`config.mk`:
```
export PLATFORM = sky130hd
export DESIGN_NAME = acker_pulse_meter
export DESIGN_NICKNAME = d
export VERILOG_FILES = /design/src/rtl/acker_pulse_meter.sv
export SDC_FILE = /design/constraint.sdc
export NUM_CORES = 1
export LEC_CHECK = 0
export ABC_AREA = 1
export BUFFER_PORTS_ARGS = -buffer_cell sky130_fd_sc_hd__buf_4
export CAP_MARGIN = 20
export CORE_MARGIN = 1.5
export CORE_UTILIZATION = 51
export DETAILED_ROUTE_END_ITERATION = 12
export HOLD_SLACK_MARGIN = 0.05
export PLACE_DENSITY_LB_ADDON = 0.08
export SYNTH_ARGS = -nofsm -noshare
export SYNTH_HDL_FRONTEND = slang
export SYNTH_SLANG_ARGS = --single-unit
```
`constraint.sdc`:
```
create_clock -name clock -period 3.1 [get_ports clock]
set_input_delay 0.155 -clock clock [delete_from_list [all_inputs] [get_ports clock]]
set_output_delay 0.155 -clock clock [all_outputs]
set_load 0.005 [all_outputs]
```
`src/rtl/acker_pulse_meter.sv`:
```
// acker_pulse_meter
//   Measures the width, in clock cycles, of high pulses on an asynchronous
//   input and hands the count to a consumer through a valid/ack handshake.
//
//   Optional feature: define ACKER_PULSE_METER_DEBOUNCE_EN to insert a
//   DEBOUNCE_CYCLES-long stability filter after the synchronizer.
//
//   Parameters
//     COUNT_WIDTH      width of the cycle counter and of result
//     DEBOUNCE_CYCLES  filter length (1..255), used only with the macro
//
//   Ports
//     clock     in   system clock, rising edge
//     reset     in   synchronous, active-low
//     sig_in    in   asynchronous signal to measure
//     ack       in   consumer acknowledge (level, only honoured in HOLD)
//     result    out  measured high width in cycles (registered)
//     overflow  out  pulse exceeded counter range (registered, with valid)
//     valid     out  result/overflow valid and stable
//     busy      out  a pulse is being measured (registered)
module acker_pulse_meter #(
  parameter int unsigned COUNT_WIDTH     = 26,
  parameter int unsigned DEBOUNCE_CYCLES = 4
) (
  input  logic                   clock,
  input  logic                   reset,
  input  logic                   sig_in,
  input  logic                   ack,
  output logic [COUNT_WIDTH-1:0] result,
  output logic                   overflow,
  output logic                   valid,
  output logic                   busy
);

  if (DEBOUNCE_CYCLES < 1 || DEBOUNCE_CYCLES > 255) begin : g_bad_debounce
    $error("acker_pulse_meter: DEBOUNCE_CYCLES must be 1..255");
  end

  typedef enum logic [1:0] {
    WAIT_LOW,
    ARMED,
    MEASURE,
    HOLD
  } state_t;

  localparam logic [COUNT_WIDTH-1:0] ONE = COUNT_WIDTH'(1);

  state_t                   state;
  logic                     sync1;
  logic                     sync2;
  logic                     live1;
  logic                     live2;
  logic                     s;
  logic                     idle_low;
  logic [COUNT_WIDTH-1:0]   count;
  logic                     ovf_flag;

  // Two-flop synchronizer. live1/live2 travel alongside the data and mark
  // stages that hold a real post-reset sample rather than the reset zero.
  always_ff @(posedge clock) begin
    if (!reset) begin
      sync1 <= 1'b0;
      sync2 <= 1'b0;
      live1 <= 1'b0;
      live2 <= 1'b0;
    end else begin
      sync1 <= sig_in;
      sync2 <= sync1;
      live1 <= 1'b1;
      live2 <= live1;
    end
  end

`ifdef ACKER_PULSE_METER_DEBOUNCE_EN
  localparam logic [7:0] DB_LAST = 8'(DEBOUNCE_CYCLES - 1);

  logic [7:0] db_count;
  logic       s_db;

  // s follows sync2 only after they have disagreed for DEBOUNCE_CYCLES
  // consecutive cycles; any agreement restarts the run.
  always_ff @(posedge clock) begin
    if (!reset) begin
      s_db     <= 1'b0;
      db_count <= '0;
    end else if (sync2 != s_db) begin
      if (db_count == DB_LAST) begin
        s_db     <= sync2;
        db_count <= '0;
      end else begin
        db_count <= db_count + 8'd1;
      end
    end else begin
      db_count <= '0;
    end
  end

  assign s = s_db;
`else
  assign s = sync2;
`endif

  // Arming needs a genuine low. The reset-zeroed synchronizer would
  // otherwise look like a low and let a pulse already high at reset
  // release be measured; requiring sync2 low as well keeps the debounced
  // s from arming while a rise is still pending in the filter.
  assign idle_low = live2 && !sync2 && !s;

  always_ff @(posedge clock) begin
    if (!reset) begin
      state    <= WAIT_LOW;
      count    <= '0;
      ovf_flag <= 1'b0;
      result   <= '0;
      overflow <= 1'b0;
      valid    <= 1'b0;
      busy     <= 1'b0;
    end else begin
      case (state)
        WAIT_LOW: begin
          if (idle_low) state <= ARMED;
        end
        ARMED: begin
          if (s) begin
            state <= MEASURE;
            count <= ONE;
            busy  <= 1'b1;
          end
        end
        MEASURE: begin
          if (s) begin
            if (count == '1) ovf_flag <= 1'b1;
            else             count    <= count + ONE;
          end else begin
            result   <= count;
            overflow <= ovf_flag;
            valid    <= 1'b1;
            busy     <= 1'b0;
            state    <= HOLD;
          end
        end
        HOLD: begin
          if (ack) begin
            valid    <= 1'b0;
            overflow <= 1'b0;
            ovf_flag <= 1'b0;
            state    <= WAIT_LOW;
          end
        end
        default: state <= WAIT_LOW;
      endcase
    end
  end

endmodule
```
==> results of run 1 <==
-- critical path, stage by stage (launching register included) --
cell                      delay (ns)
sky130_fd_sc_hd__dfxtp_1        0.40
sky130_fd_sc_hd__ha_1           0.23
sky130_fd_sc_hd__nand2_2        0.08
sky130_fd_sc_hd__nor2_4         0.16
sky130_fd_sc_hd__nand2_4        0.10
sky130_fd_sc_hd__nor2_8         0.19
sky130_fd_sc_hd__nand4_2        0.43
sky130_fd_sc_hd__nand2_2        0.46
sky130_fd_sc_hd__nand2_1        0.09
sky130_fd_sc_hd__a21oi_1        0.14
-- area by class of cell --
class | count | area share
Clock inverter | 3 | 0.01165
Clock buffer | 12 | 0.04522
Multi-Input combinational cell | 341 | 0.4389
Inverter | 59 | 0.06064
Sequential cell | 62 | 0.3398
Tap cell | 75 | 0.02569
Timing Repair Buffer | 36 | 0.07811
-- metrics by stage --
stage,setup slack (ns),util
6_report,0.7395,0.6132
5_1_grt,0.5200,0.6132
3_5_place_dp,0.7805,0.5767
3_3_place_gp,0.8780,0.5767
4_1_cts,0.7638,0.6132
2_1_floorplan,1.458,-
-- Yosys cell counts --
cell type | count | area share
sky130_fd_sc_hd__buf_1 | 2 | 0.0024
sky130_fd_sc_hd__nand4_2 | 1 | 0.0040
sky130_fd_sc_hd__a21oi_1 | 39 | 0.062
sky130_fd_sc_hd__buf_2 | 5 | 0.0079
sky130_fd_sc_hd__nand2_1 | 127 | 0.15
sky130_fd_sc_hd__nand2_2 | 2 | 0.0040
sky130_fd_sc_hd__nand3_1 | 44 | 0.070
sky130_fd_sc_hd__a211oi_1 | 1 | 0.0024
sky130_fd_sc_hd__nor2_4 | 1 | 0.0036
sky130_fd_sc_hd__buf_6 | 2 | 0.0071
sky130_fd_sc_hd__clkinv_1 | 1 | 0.0012
sky130_fd_sc_hd__o21ai_0 | 32 | 0.051
sky130_fd_sc_hd__ha_1 | 6 | 0.024
sky130_fd_sc_hd__and2_1 | 1 | 0.0020
sky130_fd_sc_hd__nor2_1 | 69 | 0.082
sky130_fd_sc_hd__nand3_4 | 1 | 0.0055
sky130_fd_sc_hd__nand4_1 | 5 | 0.0099
sky130_fd_sc_hd__xnor2_1 | 1 | 0.0028
sky130_fd_sc_hd__nor2_8 | 1 | 0.0063
sky130_fd_sc_hd__inv_1 | 58 | 0.069
sky130_fd_sc_hd__dfxtp_1 | 62 | 0.39
sky130_fd_sc_hd__xor2_1 | 2 | 0.0055
sky130_fd_sc_hd__nor3_1 | 1 | 0.0016
sky130_fd_sc_hd__clkbuf_2 | 1 | 0.0016
sky130_fd_sc_hd__o2111ai_1 | 1 | 0.0028
sky130_fd_sc_hd__nand2_4 | 3 | 0.011
sky130_fd_sc_hd__nor2_2 | 3 | 0.0059
sky130_fd_sc_hd__clkbuf_1 | 10 | 0.012
-- cells by family (layout without fill, tap and decap cells) --
kind of cell | after synthesis | after routing | share of synthesized area
simple gates | 259 | 259 | 0.3562
buf+inv | 79 | 110 | 0.1010
compound gates | 73 | 73 | 0.1177
flops | 62 | 62 | 0.3930
fa+ha+maj | 6 | 6 | 0.02377
xor+xnor | 3 | 3 | 0.008322
-- placed cells by master, fill, tap and decap left out --
master                          Yosys  layout
sky130_fd_sc_hd__nand2_1          127     127
sky130_fd_sc_hd__nor2_1            69      69
sky130_fd_sc_hd__dfxtp_1           62      62
sky130_fd_sc_hd__inv_1             58      58
sky130_fd_sc_hd__nand3_1           44      44
sky130_fd_sc_hd__a21oi_1           39      39
sky130_fd_sc_hd__buf_4              0      34
sky130_fd_sc_hd__o21ai_0           32      32
sky130_fd_sc_hd__clkbuf_8           0      12
sky130_fd_sc_hd__ha_1               6       6
sky130_fd_sc_hd__nand4_1            5       5
sky130_fd_sc_hd__nand2_4            3       3
sky130_fd_sc_hd__nor2_2             3       2
sky130_fd_sc_hd__nand2_2            2       2
sky130_fd_sc_hd__nor2_4             1       2
sky130_fd_sc_hd__xor2_1             2       2
sky130_fd_sc_hd__nor2_8             1       1
sky130_fd_sc_hd__nand4_2            1       1
sky130_fd_sc_hd__clkinv_1           1       1
sky130_fd_sc_hd__xnor2_1            1       1
sky130_fd_sc_hd__nand3_4            1       1
sky130_fd_sc_hd__nor3_1             1       1
sky130_fd_sc_hd__a211oi_1           1       1
sky130_fd_sc_hd__o2111ai_1          1       1
sky130_fd_sc_hd__and2_1             1       1
sky130_fd_sc_hd__clkinvlp_4         0       1
sky130_fd_sc_hd__bufinv_16          0       1
sky130_fd_sc_hd__clkinv_2           0       1
sky130_fd_sc_hd__dlygate4sd3_1      0       1
sky130_fd_sc_hd__buf_12             0       1
-- worst paths after layout --
path | start | to | slack (ns) | cells past startpoint
max reg2reg | count[1]$_SDFFE_PN0P_ | count[1]$_SDFFE_PN0P_ | 0.74 | 9
min reg2reg | live1$_DFF_P_ | live2$_SDFF_PN0_ | 0.42 | 2
min | reset | live1$_DFF_P_ | 0.22 | 1
max | count[1]$_SDFFE_PN0P_ | count[1]$_SDFFE_PN0P_ | 0.74 | 9
-- where the power goes --
part           internal (mW)  leakage [nW]  switching [mW]
Sequential             0.952         0.505          0.0863
Combinational          0.293          1.01           0.362
Clock                  0.431         0.104           0.299
-- per-layer routing --
metal / global-route usage / vias to the layer above
li1: - / 1577
met5: 0 / -
met3: 0.05889 / 10
met4: 0.07966 / 0
met2: 0.3967 / 78
met1: 0.3021 / 1289
-- what timing repair did --
item	4_1_cts	5_1_grt
hold buffers	1	0
endpoints found under the hold margin	1	0
setup buffers	0	0
==> impl_summary.md, run 1 <==
Synth
The share of the Yosys chip area taken by registers is 0.3930. The number of different library cells used by synthesis comes to 28. The post-synthesis net count is 492.

The total of flip-flops plus latches after synthesis is 62. The synthesized netlist occupies a cell area of 3158 sq um. The post-synthesis cell count is 482. The count of warnings emitted by yosys is 0. The mean instance size in the synthesized netlist is 6.552 sq um.

Finish
After filler insertion, the fill cell instance count of the layout stands at 579. The sequential cells in the finished layout cover a total of 1241 sq um. Of the cells placed in the final design, the portion with a size suffix greater than 1 is 0.1209. The repair_antennas step left the layout with diodes totalling 0. The final layout contains 519 nets.

The multi-input combinational cells in the finished layout cover a total of 1603 sq um. The finished layout holds 588 standard cells, fillers aside. The final non-filler cell area is 3652 sq um. The relative area change from synthesis to final layout is 15.65%.

The largest registers in the layout are count x26, result x26, state x2.

Floorplanning
The region available for standard cell placement spans 5956 sq um. 33 I/O pins were placed. The floorplan die area is 6673 sq um. The floorplan die height is 81.69 microns.

The horizontal die dimension is 81.69 microns. After floorplanning, the core was divided into 28 placement rows. For this configuration, the core starts out at a cell density of 0.5303.

Power and ir drop
The sum of internal, switching and leakage power is 2.424 mW. Across the VDD grid, the largest voltage drop is 0.4025 mV. For this design the static power due to leakage is 1.615 nW. Dividing total power by cell area gives a power density of 663.7 nW/um^2.

Routing
In this run the top signal layer used is met4. The residual antenna-violating net count after detailed routing is 0. Using the TritonRoute via totals, the vias-per-cell ratio works out to 5.024.

Summed over all layers, the routed wires come to 7.193 mm. The met1 layer wirelength in the final routing is 3.386 mm. Before antenna repair, the detailed router went through 5 iterations.

The total via count after detailed routing is 2954. After detailed routing, the met2 layer carries 3.288 mm of wire. The routed design uses 417 microns of met3 wire. In this run, the number of DRC markers left after iteration 0 of detailed routing was 166. The detailed-route DRC error count is 0. The routed length per placed instance is 12.23 microns.

Clocking
The clock insertion delay at the later pin of the skew report is 0.34 ns. The CTS tree is built. The register clock-pin slew on the reported worst setup and hold paths is 0.07 ns. The number of H-tree levels is 3. CTS saw 62 sinks. Buffers inserted during clock tree synthesis total 9.

The cell at the root of the clock tree is sky130_fd_sc_hd__clkbuf_8. The longest clock path from root to sink contains 2 buffers. The number of cells upsized or downsized after cts is 0.

Timing
The setup-violating endpoint count in the final report is 0. The final critical-path share of the clock period is 0.7614. The final total negative setup slack is 0 ns.

Across all hold checks on the routed design, the worst slack comes to 0.2243 ns. The final-report max-slew violation count was 0. Setup repair after global routing left no endpoint under its margin. For the pin with the worst max-slew slack, the measured transition is 0.5389 ns. The worst max-slew margin expressed relative to the limit is 0.6399.

Between clock sinks in the finished design, the worst skew comes to 0.007693 ns. Counting I/O delays and the setup requirement, the final critical path takes 2.360 ns. The final hold violation count is 0. The highest attainable clock frequency is 423.6 MHz.

Setup path
The worst setup path is launched from a flip-flop. STA classifies the critical path endpoint as a flip-flop. The required time at the worst-slack endpoint is 3.36 ns. The type of the worst setup path is flip-flop to flip-flop. At the worst endpoint, the arrival time is 2.62 ns.

The biggest fanout along the worst timing path is 21.

Global routing
Across every metal layer, demand over resource in global routing totals 0.2386. The largest net degree at the start of global routing is 53. The number of antenna violations at the first check in global routing is 0. After global routing the overflow that remains totals 0. The via count of the first global-routing pass is 2649.

The first global-routing pass estimated 12.05 mm of wire.

Placed design
The count of placed standard cells including taps is 572. The post-detailed-placement cell area is 3435 sq um. The number of buffers added on ports is 32. The routability-driven placement congestion ratio is 0.9375.

The estimated wirelength of the detail-placed design is 5.135 mm.

Min path
The type of the most critical hold path is primary input to flip-flop.

Run
The number of max-capacitance violations reported is 0.

Run status
The run finished with clean final reports.
(Power assumes the default switching activity.)
==> run 2: changes to the inputs <==
==> constraint.sdc (replaced) <==
create_clock -name clock -period 2.4 [get_ports clock]
set_input_delay 0.12 -clock clock [delete_from_list [all_inputs] [get_ports clock]]
set_output_delay 0.12 -clock clock [all_outputs]
set_load 0.005 [all_outputs]
==> impl_summary.md, run 2 (synthesis gave the netlist of run 1 again) <==
Placed design
The routability-driven placement congestion ratio is 0.8999 (-4.0%). The number of buffers added on ports is 32 (unchanged). The count of placed standard cells including taps came to 575 (+0.52%). The estimated wirelength of the detail-placed design is 5.150 mm (+0.29%).

Power and ir drop
The worst IR drop on VDD is 0.5060 mV (+26%). The power density over the cells is 877.6 nW/um^2 (+32%). The static leakage power is 1.636 nW (+1.3%).

The part of the power in the clock network is 0.320 (+0.019). The net switching share of the total power was 0.3051 (-0.003406). The logic gate share of total power is 0.264 (-0.006). The sequential share of power is 0.416 (-0.012). The sum of internal, switching and leakage power was 3.226 mW (+33%). The internal cell power was 2.242 mW (+34%). The net switching power figure is 0.9841 mW (+32%).

Floorplanning
The area of the core is 5956 sq um (unchanged). The floorplan die area was 6673 sq um (unchanged). The placement row count is 28 (unchanged). The starting density of the core is 0.5303 (unchanged). The count of boundary I/O pins is 33 (unchanged). The horizontal die dimension came to 81.69 microns (unchanged). The floorplan die height is 81.69 microns (unchanged).

Min path
The type of the most critical hold path is primary input to flip-flop.

Timing
The setup skew after layout is 0.005435 ns (-0.002259 ns). The final total negative setup slack was 0 ns (unchanged). The shortest period the worst path allows is 2.046 ns (-0.3143 ns). The transition time at the pin with the least slew margin is 0.4819 ns (-0.05700 ns). The worst max-slew margin expressed relative to the limit came to 0.6788 (+0.03885). The setup-violating endpoint count in the final report is 0 (unchanged). The final hold violation count is 0 (unchanged). The minimum hold slack is 0.1665 ns (-0.05781 ns). The highest attainable clock frequency came to 488.7 MHz (+15%). The final-report max-slew violation count is 0 (unchanged). The final critical-path share of the clock period is 0.8526 (+0.09113). Setup repair after global routing left no endpoint under its margin.

Clocking
The clock insertion delay at the later pin of the skew report came to 0.34 ns (about the same). The number of H-tree levels is 3 (unchanged). The register clock-pin slew on the reported worst setup and hold paths is 0.07 ns (about the same). The maximum buffer depth of the clock tree is 2 (unchanged). The clock net sink count came to 62 (unchanged). The cell sitting at the root of the clock tree is a sky130_fd_sc_hd__clkbuf_8. The buffers inserted during post-CTS setup optimization is 0 (unchanged). TritonCTS built the clock tree. The total CTS buffers came to 9 (unchanged).

Setup path
The critical path startpoint category is a flip-flop. The required time at the worst-slack endpoint is 2.67 ns (-0.69 ns). The worst path arrival time is 2.32 ns (-0.30 ns).

The biggest fanout along the worst timing path is 13 (-38%). STA classifies the critical path endpoint as a flip-flop. The critical path is of the flip-flop to flip-flop type.

Finish
The ratio of cells with drive above 1 in the final layout was 0.1260 (+0.005111). The number of fill cells in the layout came to 582 (+0.52%). The post-layout net count is 522 (+0.58%). The library cell used most frequently in the layout, excluding fill and tap cells, is sky130_fd_sc_hd__nand2_1. The post-layout instance count excluding filler cells is 591 (+0.51%). In the layout the commonest cells are 127 x sky130_fd_sc_hd__nand2_1, 69 x sky130_fd_sc_hd__nor2_1, 62 x sky130_fd_sc_hd__dfxtp_1. From synthesis to final layout, the design area changed by 16.40%. The diode insertion count for antenna repair is 0 (unchanged).

The largest registers in the layout are count x26, result x26, state x2.

Routing
The total via count after detailed routing is 3003 (+1.7%). The detailed router's first-iteration violation count is 125 (-25%). The detailed-route DRC error count was 0 (unchanged). The routed length per placed instance is 12.43 microns (+1.6%). The final wirelength came to 7.344 mm (+2.1%).

The residual antenna-violating net count after detailed routing is 0 (unchanged). The number of vias per cell after detailed routing is 5.081 (+1.1%). The detailed-routing iteration count for the pre-antenna-repair pass came to 4 (-1).

Global routing
The residual overflow from global routing is 0 (unchanged). The number of antenna violations at the first check in global routing is 0 (unchanged). The global-route wire length before repair is 12.16 mm (+0.85%).

The via count of the first global-routing pass is 2658 (+0.34%). The global-route usage over all layers is 0.2424 (+0.003802). The largest net degree at the start of global routing is 53 (unchanged).

Run status
The run finished with clean final reports.

Run
The number of max-capacitance violations reported came to 0 (unchanged).
-- run 2: changes by cell type in the layout (fill, tap and decap cells not counted), sizes merged --
cell / before / now
clkbuf: 12 / 11
bufinv: 1 / 2
clkinv: 2 / 3
clkinvlp: 1 / 0
buf: 35 / 38
-- run 2: worst max-delay path: stages, from the launching register on --
cell                      delay [ns]
sky130_fd_sc_hd__dfxtp_1        0.40
sky130_fd_sc_hd__ha_1           0.24
sky130_fd_sc_hd__nand2_2        0.08
sky130_fd_sc_hd__nor2_4         0.15
sky130_fd_sc_hd__nand2_4        0.10
sky130_fd_sc_hd__nor2_8         0.18
sky130_fd_sc_hd__nand4_2        0.24
sky130_fd_sc_hd__nand2_2        0.33
sky130_fd_sc_hd__nand2_1        0.10
sky130_fd_sc_hd__a21oi_1        0.13
-- run 2: metal layers --
layer / vias to the layer above / global-route usage / share of wire
met5: - / 0 / 0
met4: 0 / 0.1237 / 0.026
met3: 16 / 0.04889 / 0.049
met2: 71 / 0.3868 / 0.44
met1: 1336 / 0.3096 / 0.48
li1: 1580 / - / -
-- run 2: layout make-up --
class / count / area [sq um] / area share
clock buffer: 11 / 151.4 / 0.04118
clock inverter: 4 / 70.07 / 0.01906
inverter: 59 / 221.5 / 0.06024
multi-input combinational: 341 / 1603 / 0.4360
sequential: 62 / 1241 / 0.3376
tap: 75 / 93.84 / 0.02553
timing repair buffer: 39 / 295.3 / 0.08033
-- run 2: repair_timing --
action                                  CTS  global route
endpoints found under the setup margin    0             0
hold endpoints to repair                  1             0
resized for setup                         0             0
hold buffers                              1             0
-- run 2: metrics by stage --
step | util | area, sq um | setup slack (ns)
after global routing | 0.6172 | 3676 | 0.1334
after global placement | 0.5784 | 3445 | 0.4692
after CTS | 0.6172 | 3676 | 0.3593
final | 0.6172 | 3676 | 0.3538
after floorplan | - | 3158 | 0.7584
after detailed placement | 0.5784 | 3445 | 0.3788
-- run 2: worst paths after layout --
check | slack [ns] | startpoint | cells after the start | endpoint
worst min register to register | 0.41 | sync1$_SDFF_PN0_ | 2 | s$_SDFF_PN0_
worst max-delay path | 0.35 | count[1]$_SDFFE_PN0P_ | 9 | count[5]$_SDFFE_PN0P_
worst max register to register | 0.35 | count[1]$_SDFFE_PN0P_ | 9 | count[5]$_SDFFE_PN0P_
worst min-delay path | 0.17 | reset | 1 | live1$_DFF_P_
-- run 2: power groups by stage --
stage                     combinational [mW]  clock, mW  sequential [mW]
after global routing                   0.978       1.09             1.37
after floorplan                        0.480          0             1.36
final                                  0.852       1.03             1.34
after global placement                 0.836          0             1.36
after detailed placement               0.853          0             1.36
after CTS                              0.860       1.05             1.34
==> run 3: changes to the inputs <==
--- a/config.mk
+++ b/config.mk
@@ -9,9 +9,10 @@
 export BUFFER_PORTS_ARGS = -buffer_cell sky130_fd_sc_hd__buf_4
 export CAP_MARGIN = 20
 export CORE_MARGIN = 1.5
-export CORE_UTILIZATION = 51
+export CORE_UTILIZATION = 35
 export DETAILED_ROUTE_END_ITERATION = 12
 export HOLD_SLACK_MARGIN = 0.05
+export MAX_ROUTING_LAYER = met4
 export PLACE_DENSITY_LB_ADDON = 0.08
 export SYNTH_ARGS = -nofsm -noshare
 export SYNTH_HDL_FRONTEND = slang
==> impl_summary.md, run 3 (synthesis gave the netlist of run 1 again) <==
Clocking
The cell at the root of the clock tree is sky130_fd_sc_hd__clkbuf_8. The count of hold-fix buffers inserted at cts is 1 (unchanged). The clock net sink count was 62 (unchanged). The buffers inserted during post-CTS setup optimization is 0 (unchanged). The clock insertion delay at the later pin of the skew report is 0.34 ns (about the same). TritonCTS built the clock tree.

The number of H-tree levels was 3 (unchanged). The maximum buffer depth of the clock tree is 2 (unchanged). The total CTS buffers is 9 (unchanged). The register clock-pin slew on the reported worst setup and hold paths is 0.07 ns (about the same). The number of cells upsized or downsized after cts was 0 (unchanged).

Global routing
The number of antenna violations at the first check in global routing came to 0 (unchanged). The residual overflow from global routing is 0 (unchanged). The largest net degree at the start of global routing came to 33 (-38%).

The via count of the first global-routing pass came to 2800 (+5.3%). The global-route usage over all layers was 0.1824 (-0.05997). The global-route wire length before repair is 13.67 mm (+12%).

Placed design
The estimated wirelength of the detail-placed design is 5.640 mm (+9.5%). The number of buffers added on ports is 32 (unchanged). The post-detailed-placement cell area was 3508 sq um (+1.9%). The routability-driven placement congestion ratio is 0.8715 (-3.2%).

Finish
The ratio of cells with drive above 1 in the final layout was 0.1310 (+0.005052). In the final layout, the registers with the most flip-flops are count x26, result x26, state x2. The sequential standard cell area came to 1241 sq um (unchanged). The relative area change from synthesis to final layout is 18.42%. The final non-filler cell area is 3740 sq um (+1.7%).

The number of fill cells in the layout is 923 (+59%). The diode insertion count for antenna repair came to 0 (unchanged). The post-layout net count is 525 (+0.57%). The most common library cell in the layout ignoring fill and taps is sky130_fd_sc_hd__nand2_1. In the layout the commonest cells are 127 x sky130_fd_sc_hd__nand2_1, 69 x sky130_fd_sc_hd__nor2_1, 62 x sky130_fd_sc_hd__dfxtp_1. The area used by multi-input combinational logic came to 1603 sq um (unchanged).

Timing
The shortest period the worst path allows was 2.127 ns (+0.08092 ns). The highest attainable clock frequency is 470.1 MHz (-3.8%). The worst max-slew margin expressed relative to the limit was 0.7119 (+0.03317).

The setup-violating endpoint count in the final report is 0 (unchanged). The final total negative setup slack is 0 ns (unchanged). The final hold violation count is 0 (unchanged).

Setup repair after global routing left no endpoint under its margin. The setup skew after layout is 0.005384 ns (-0.00005029 ns). The final-report max-slew violation count is 0 (unchanged).

The final critical-path share of the clock period came to 0.8863 (+0.03372). The transition time at the pin with the least slew margin is 0.4305 ns (-0.05134 ns).

Power and ir drop
The internal cell power is 2.243 mW (about the same). The net switching share of the total power is 0.3094 (+0.004389). The net switching power figure is 1.005 mW (+2.1%). The logic gate share of total power came to 0.265 (about the same). The worst IR drop on VDD is 0.3247 mV (-36%). The sequential share of power came to 0.411 (-0.005).

The part of the power in the clock network is 0.324 (+0.004). The power density over the cells is 868.7 nW/um^2 (-1.0%). The static leakage power is 1.653 nW (+1.0%).

Routing
The total via count after detailed routing is 2987 (-0.53%). The routed length per placed instance came to 12.56 microns (+1.1%). The residual antenna-violating net count after detailed routing is 0 (unchanged).

The detailed router's first-iteration violation count is 107 (-14%). The number of vias per cell after detailed routing is 4.764 (-6.2%). The final wirelength is 7.876 mm (+7.2%).

The detailed-routing iteration count for the pre-antenna-repair pass is 4 (unchanged). The detailed-route DRC error count was 0 (unchanged).

Run status
The run finished with clean final reports.

Setup path
The reg2reg setup slack was 0.27 ns (-0.08 ns). The worst setup path is captured at a flip-flop. The required time at the worst-slack endpoint was 2.64 ns (-0.03 ns). The critical path in this run is classified as flip-flop to flip-flop. The biggest fanout along the worst timing path is 13 (unchanged). In this run the critical register-to-register path is launched from count[1]$_SDFFE_PN0P_. The depth of the worst register-to-register path is 10 (+1). The worst path arrival time was 2.37 ns (+0.05 ns). The critical path startpoint category is a flip-flop. Tracing the worst setup path back leads to its startpoint at count[1]$_SDFFE_PN0P_. The endpoint of the worst-slack reg-to-reg timing path is count[23]$_SDFFE_PN0P_.

The critical path ends at count[23]$_SDFFE_PN0P_.

Floorplanning
The horizontal die dimension came to 97.99 microns (+20%). The area of the core was 8721 sq um (+46%). The placement row count is 34 (+21%).

The floorplan die height is 97.99 microns (+20%). The count of boundary I/O pins is 33 (unchanged). The starting density of the core is 0.3621 (-0.1681).

The floorplan die area came to 9602 sq um (+44%).

Min path
The type of the most critical hold path is primary input to flip-flop.

Run
The number of max-capacitance violations reported is 0 (unchanged).
==> run 3: cell types whose count changed in the layout (fill, tap and decap cells not counted) <==
cell	change
sky130_fd_sc_hd__buf_4	+3
==> run 3: power groups by stage <==
stage / clock network, mW / registers [mW] / logic, mW
global route: 1.12 / 1.37 / 0.991
CTS: 1.08 / 1.34 / 0.874
finish: 1.05 / 1.34 / 0.860
floorplan: 0 / 1.36 / 0.480
detailed placement: 0 / 1.36 / 0.868
global placement: 0 / 1.36 / 0.857
==> run 3: through the flow <==
step           hold WS (ns)    util  total power, mW  setup slack [ns]  instances
6_report             0.1204  0.4288            3.249            0.2729        627
5_1_grt              0.1314  0.4288            3.476          0.007005        627
4_1_cts              0.1040  0.4288            3.296            0.2622        627
3_5_place_dp         0.3058  0.4023            2.228            0.2803        611
3_3_place_gp         0.3006  0.4023            2.215            0.3896        611
2_1_floorplan        0.1477       -            1.843            0.7584        482
==> run 3: how the worst min path moves through the flow <==
stage	start	to	slack, ns	depth (start not counted)
2_1_floorplan	reset	live1$_DFF_P_	0.15	0
3_3_place_gp	sig_in	sync1$_SDFF_PN0_	0.30	3
3_5_place_dp	sig_in	sync1$_SDFF_PN0_	0.31	3
4_1_cts	reset	count[2]$_SDFFE_PN0P_	0.10	3
5_1_grt	reset	count[2]$_SDFFE_PN0P_	0.13	3
6_report	reset	count[2]$_SDFFE_PN0P_	0.12	3
==> run 3: critical path, cell delays in order (launching register included) <==
cell and delay, ns:
sky130_fd_sc_hd__dfxtp_1 0.39, sky130_fd_sc_hd__ha_1 0.23, sky130_fd_sc_hd__nand2_2 0.08, sky130_fd_sc_hd__nor2_4 0.16, sky130_fd_sc_hd__nand2_4 0.10, sky130_fd_sc_hd__nor2_8 0.18, sky130_fd_sc_hd__nand4_2 0.30, sky130_fd_sc_hd__nand2_2 0.38
sky130_fd_sc_hd__nand2_1 0.08, sky130_fd_sc_hd__nand2_1 0.07, sky130_fd_sc_hd__nor2_1 0.04
==> run 3: per-layer routing <==
layer / track usage / up-vias / part of all wire
met5: - / - / 0
met4: 0.07582 / 0 / 0.017
met3: 0.03006 / 11 / 0.026
met2: 0.2695 / 44 / 0.44
met1: 0.2466 / 1346 / 0.51
li1: - / 1586 / -
==> run 3: area by class of cell <==
type                            count  share of cell area
Tap cell                          108             0.03613
Sequential cell                    62              0.3319
Clock inverter                      4             0.01874
Multi-Input combinational cell    341              0.4286
Clock buffer                       11             0.04048
Inverter                           59             0.05922
Timing Repair Buffer               42             0.08498
